[config.mk]
export PLATFORM = sky130hd
export DESIGN_NAME = kan_layer_sequencer
export DESIGN_NICKNAME = d
export VERILOG_FILES = /design/src/rtl/kan_layer_sequencer.sv
export SDC_FILE = /design/constraint.sdc
export NUM_CORES = 1
export LEC_CHECK = 0
export BUFFER_PORTS_ARGS = -buffer_cell sky130_fd_sc_hd__buf_2
export CAP_MARGIN = 20
export CORE_MARGIN = 1.5
export CORE_UTILIZATION = 25
export DETAILED_ROUTE_END_ITERATION = 6
export REMOVE_ABC_BUFFERS = 1
export SYNTH_ARGS = -nofsm -noshare
export SYNTH_HDL_FRONTEND = slang
export SYNTH_SLANG_ARGS = --single-unit
[constraint.sdc]
create_clock -name s_axis_aclk -period 10.2 [get_ports s_axis_aclk]
set_clock_uncertainty 0.1 [all_clocks]
set_input_delay 2.55 -clock s_axis_aclk [delete_from_list [all_inputs] [get_ports s_axis_aclk]]
set_output_delay 2.55 -clock s_axis_aclk [all_outputs]
set_load 0.1 [all_outputs]
[src/rtl/kan_layer_sequencer.sv]
// Sequences a multi-layer KAN inference: validates a small descriptor table,
// then launches each layer in turn and waits for its completion.
module kan_layer_sequencer #(
  parameter int unsigned ADDRWIDTH     = 32,
  parameter int unsigned LG_LAYERSIZE  = 12,
  parameter int unsigned MAX_LAYERS    = 8,
  parameter int unsigned LG_MAX_LAYERS = 3,
  parameter int unsigned KERNEL_MULT   = 5,
  parameter logic [ADDRWIDTH-1:0] ZERO_ADDRESS = 32'h00070000
) (
  input  logic                     s_axis_aclk,
  input  logic                     s_axis_aresetn,
  input  logic                     cfg_we,
  input  logic [LG_MAX_LAYERS-1:0] cfg_idx,
  input  logic [ADDRWIDTH-1:0]     cfg_base_address,
  input  logic [LG_LAYERSIZE-1:0]  cfg_input_layersize,
  input  logic [LG_LAYERSIZE-1:0]  cfg_output_layersize,
  input  logic [LG_MAX_LAYERS:0]   cfg_num_layers,
  input  logic                     start,
  input  logic                     abort,
  input  logic                     layer_done,
  output logic                     layer_start,
  output logic [ADDRWIDTH-1:0]     layer_base_address,
  output logic [ADDRWIDTH-1:0]     layer_zero_address,
  output logic [LG_LAYERSIZE-1:0]  layer_input_layersize,
  output logic [LG_LAYERSIZE-1:0]  layer_output_layersize,
  output logic [LG_LAYERSIZE+2:0]  kernel_input_count,
  output logic [LG_MAX_LAYERS-1:0] layer_index,
  output logic                     busy,
  output logic                     done,
  output logic                     err
);

  localparam int unsigned KW = LG_LAYERSIZE + 3;

  typedef enum logic [2:0] {
    S_IDLE   = 3'd0,
    S_CHECK  = 3'd1,
    S_LAUNCH = 3'd2,
    S_RUN    = 3'd3,
    S_FINISH = 3'd4,
    S_ERROR  = 3'd5
  } state_t;

  state_t state, state_next;

  logic [ADDRWIDTH-1:0]    desc_base [MAX_LAYERS];
  logic [LG_LAYERSIZE-1:0] desc_in   [MAX_LAYERS];
  logic [LG_LAYERSIZE-1:0] desc_out  [MAX_LAYERS];
  logic [MAX_LAYERS-1:0]   desc_valid;

  logic [LG_MAX_LAYERS:0]   num_layers;
  logic                     check_ok;
  logic                     is_last;
  logic                     load_en;
  logic [LG_MAX_LAYERS-1:0] load_idx;
  logic                     accept_start;
  logic                     desc_wr;
  logic                     wr_ok;

  assign layer_zero_address = ZERO_ADDRESS;
  assign layer_start        = (state == S_LAUNCH);
  assign done               = (state == S_FINISH);
  // ERROR counts as busy so a failed check reports busy for two cycles.
  assign busy               = (state != S_IDLE);
  assign accept_start       = (state == S_IDLE) && start;
  assign desc_wr            = cfg_we && !busy;
  assign wr_ok              = (cfg_input_layersize != '0) && (cfg_input_layersize[1:0] == 2'b00) &&
                              (cfg_output_layersize != '0) && (cfg_output_layersize[1:0] == 2'b00);
  assign is_last            = ({1'b0, layer_index} == (num_layers - (LG_MAX_LAYERS+1)'(1)));

  always_comb begin
    int unsigned num_ext;
    num_ext  = 32'(num_layers);
    check_ok = (num_ext != 0) && (num_ext <= MAX_LAYERS);
    for (int unsigned i = 0; i < MAX_LAYERS; i++) begin
      if ((i < num_ext) && !desc_valid[i[LG_MAX_LAYERS-1:0]]) check_ok = 1'b0;
    end
  end

  always_comb begin
    state_next = state;
    load_en    = 1'b0;
    load_idx   = '0;
    unique case (state)
      S_IDLE:   if (start) state_next = S_CHECK;
      S_CHECK: begin
        if (abort) state_next = S_IDLE;
        else if (check_ok) begin
          state_next = S_LAUNCH;
          load_en    = 1'b1;
        end else state_next = S_ERROR;
      end
      S_LAUNCH: state_next = abort ? S_IDLE : S_RUN;
      S_RUN: begin
        if (abort) state_next = S_IDLE;
        else if (layer_done) begin
          if (is_last) state_next = S_FINISH;
          else begin
            state_next = S_LAUNCH;
            load_en    = 1'b1;
            load_idx   = layer_index + LG_MAX_LAYERS'(1);
          end
        end
      end
      S_FINISH: state_next = S_IDLE;
      S_ERROR:  state_next = S_IDLE;
      default:  state_next = S_IDLE;
    endcase
  end

  always_ff @(posedge s_axis_aclk or negedge s_axis_aresetn) begin
    if (!s_axis_aresetn) begin
      state                  <= S_IDLE;
      num_layers             <= '0;
      err                    <= 1'b0;
      layer_index            <= '0;
      layer_base_address     <= '0;
      layer_input_layersize  <= '0;
      layer_output_layersize <= '0;
      kernel_input_count     <= '0;
      desc_valid             <= '0;
    end else begin
      state <= state_next;
      if (accept_start) begin
        num_layers  <= cfg_num_layers;
        err         <= 1'b0;
        layer_index <= '0;
      end
      if ((state == S_CHECK) && !abort && !check_ok) err <= 1'b1;
      if (load_en) begin
        layer_index            <= load_idx;
        layer_base_address     <= desc_base[load_idx];
        layer_input_layersize  <= desc_in[load_idx];
        layer_output_layersize <= desc_out[load_idx];
        kernel_input_count     <= KW'(desc_in[load_idx]) * KW'(KERNEL_MULT);
      end
      if (desc_wr) desc_valid[cfg_idx] <= wr_ok;
    end
  end

  // Payload fields need no reset: they are only read once their valid bit is set.
  always_ff @(posedge s_axis_aclk) begin
    if (desc_wr) begin
      desc_base[cfg_idx] <= cfg_base_address;
      desc_in[cfg_idx]   <= cfg_input_layersize;
      desc_out[cfg_idx]  <= cfg_output_layersize;
    end
  end

endmodule

==> out/metrics.csv <==
metric,value,unit
vdd_drop_max,0.129,mV
yosysSeqAreaShare,73.6,%
final_net_count,1560,
reg2reg_slack,4.39,ns
synth-edff-count,448,
antenna_left,0,
cts.sinks,536,
placed_area,23200,um^2
start_util,25.3,%
muxShareOfSynthArea,6.46,%
synth_top_area_share,63.2,%
multi_input_area,5180,um^2
tns,0,ns
worstSetupPathType,primary input to flop,
synth_area,21300,um^2
met3_usage,2.30,%
crit_path_start_kind,primary input,
holdCritStartpoint,kernel_input_count[2],
htree_num_levels,2,
synth_compound_area_share,10.8,%
dieArea,86900,um^2
ys_ff_latch,536,
grt_pass1_vias,12400,
grt_pass1_wl,82200,um
synth-simple-area-share,3.86,%
hold_end,kernel_input_count[2],
cts_tree,yes,
worstPathRequired,10.59,ns
rr_startpoint,layer_index[0],
drc,4,
min_period_over_period,63.6,%
finalHoldViolCount,0,
grt_usage,12.6,%
busiest_layer,met2,
tightest_slew,1.04,ns
syn_inst,1325,
endpoint_kind,flop,
ys.flop_type,edfxtp_1,
syn_area_per_cell,16.1,um^2
ys_top_cells_by_area,"edfxtp_1 63%, dfrtp_1 10%, mux2i_1 4.6%",
relSlewSlack,30.9,%
die_w,295,um
vias,12400,
place_hpwl,32000,um
leakagePower,8.99,nW
fp.coreArea,84000,um^2
clockBufferDepth,3,
drt_iter0_drc,1134,
synthXorXnorAreaFrac,0.594,%
regArea,15700,um^2
period_needed,6.49,ns
setup_violations,0,
maxCapViolCount,0,
cts_resized,0,
grt_antenna_before_repair,12,
drv_slew,0,
io_buffers,146,
hold_path_depth,2,
fp.dieH,295,um
mostFrequentLayoutCells,"448 x edfxtp_1, 145 x buf_2, 121 x nand2_1",
via_per_inst,4.68,
detail_route.first_pass.iterations,7,
clk_pin_slew,0.07,ns
netlist-cell-type-count,74,
ios,179,
final_core_util,29.8,%
power.density,209,nW/um^2
gp_congestion,0.749,
async_flop_share,16.4,%
wl,55500,um
clk_latency,0.58,ns
yosys.area_share.adder,1.51,%
use_met1,16.5,%
ys_warn_count,0,
total_power,5.23,mW
area_growth_syn_to_layout,17.6,%
worst-path-max-fanout,55,
synth.largest_area_cell,edfxtp_1,
cts_buffers,51,
num_rows,106,
hold_class,flop to flop,
arrival,6.87,ns
timing.fmax,154,MHz
worstRegToRegCells,16,
drive_gt1_share,19.9,%
wl_per_cell,21.0,um
violations,DRC,
rsz0062_at_grt,no,
status,"complete, but fails checks",
r2r_end,kernel_input_count[13],
fill_cells,8274,
postLayoutCellArea,25000,um^2
grt_max_degree,64,
synth_top_family_by_area,compound AO/OA/AOI/OAI gates,
post-cts-setup-buffer-count,0,
hold_buffers,0,
grt_use_met2,21.5,%
cts_root_buffer,clkbuf_16,
final_common_cell,edfxtp_1,
overflow,0,
hold_ws,0.365,ns
-- layout make-up --
class | instances | share of cell area, %
Timing Repair Buffer | 167 | 3.64
Sequential cell | 536 | 62.6
Clock inverter | 19 | 1.25
Inverter | 21 | 0.315
Tap cell | 1134 | 5.67
Clock buffer | 77 | 5.81
Antenna cell | 3 | 0.0300
Multi-Input combinational cell | 689 | 20.7
-- per-stage QoR --
stage                     worst slack, ns  instances
after floorplan                     0.900       1246
after global placement               3.14       2546
after detailed placement             3.06       2546
after CTS                            3.67       2642
after global routing                 3.30       2644
final                                3.71       2646
-- logic make-up (layout without fill, tap and decap cells) --
kind of cell               count (synthesis)  in the layout
AOI/OAI and AO/OA                        303            303
and+or+nand+nor                          188            188
other                                      2             35
adders and majority gates                 25             25
buffers and inverters                    130            284
xor gates and xnor gates                  12             12
muxes                                    129            129
DFF                                      536            536
-- report_power, final --
| group | switching (mW) | internal [mW] | leakage, nW |
|---|---|---|---|
| sequential | 0.0607 | 2.49 | 5.24 |
| combinational | 0.568 | 0.136 | 2.90 |
| clock | 0.808 | 1.17 | 0.850 |
| total | 1.44 | 3.80 | 8.99 |
-- worst max-delay path, stage by stage --
cell and delay, ns:
buf_2 0.13, and4bb_2 0.35, nand3_1 0.20, a21oi_4 0.40
buf_4 0.65, mux2i_1 0.26, o22a_1 0.17, o21ai_0 0.13
ha_1 0.37, inv_1 0.06, fa_1 0.45, nor2b_1 0.12
o21a_1 0.16, o21ai_0 0.13, a211o_1 0.30, a211o_1 0.26
a31oi_1 0.15
-- worst max path at each step --
stage | start | end | slack (ns) | depth (start not counted)
final | abort | kernel_input_count[13] | 3.71 | 17
after global routing | abort | kernel_input_count[13] | 3.30 | 17
after CTS | abort | kernel_input_count[13] | 3.67 | 17
after detailed placement | abort | kernel_input_count[13] | 3.06 | 17
after global placement | abort | kernel_input_count[13] | 3.14 | 17
after floorplan | layer_index[0] | kernel_input_count[14] | 0.90 | 14
-- sequential cells by signal (all words and copies together) (netlist names) --
signal / flops
layer_input_layersize: 12
desc_base: 256
desc_valid: 8
layer_index: 3
kernel_input_count: 13
err: 1
desc_out: 96
desc_in: 96
layer_base_address: 32
state: 3
layer_output_layersize: 12
num_layers: 4
-- routing by layer --
metal  up-vias  wire (um)
li1       5494          -
met1      6329      23200
met5         -         44
met2       463      27600
met4         6        932
met3        82       3700
-- Yosys cell counts (28+ instances only) --
cell type / number
a31oi_1: 47
o22ai_1: 46
edfxtp_1: 448
a221o_1: 44
nand2_1: 121
buf_2: 29
a221oi_1: 44
mux2i_1: 98
buf_4: 35
clkbuf_1: 41
nor2_1: 28
dfrtp_1: 88
(Power assumes the default switching activity.)
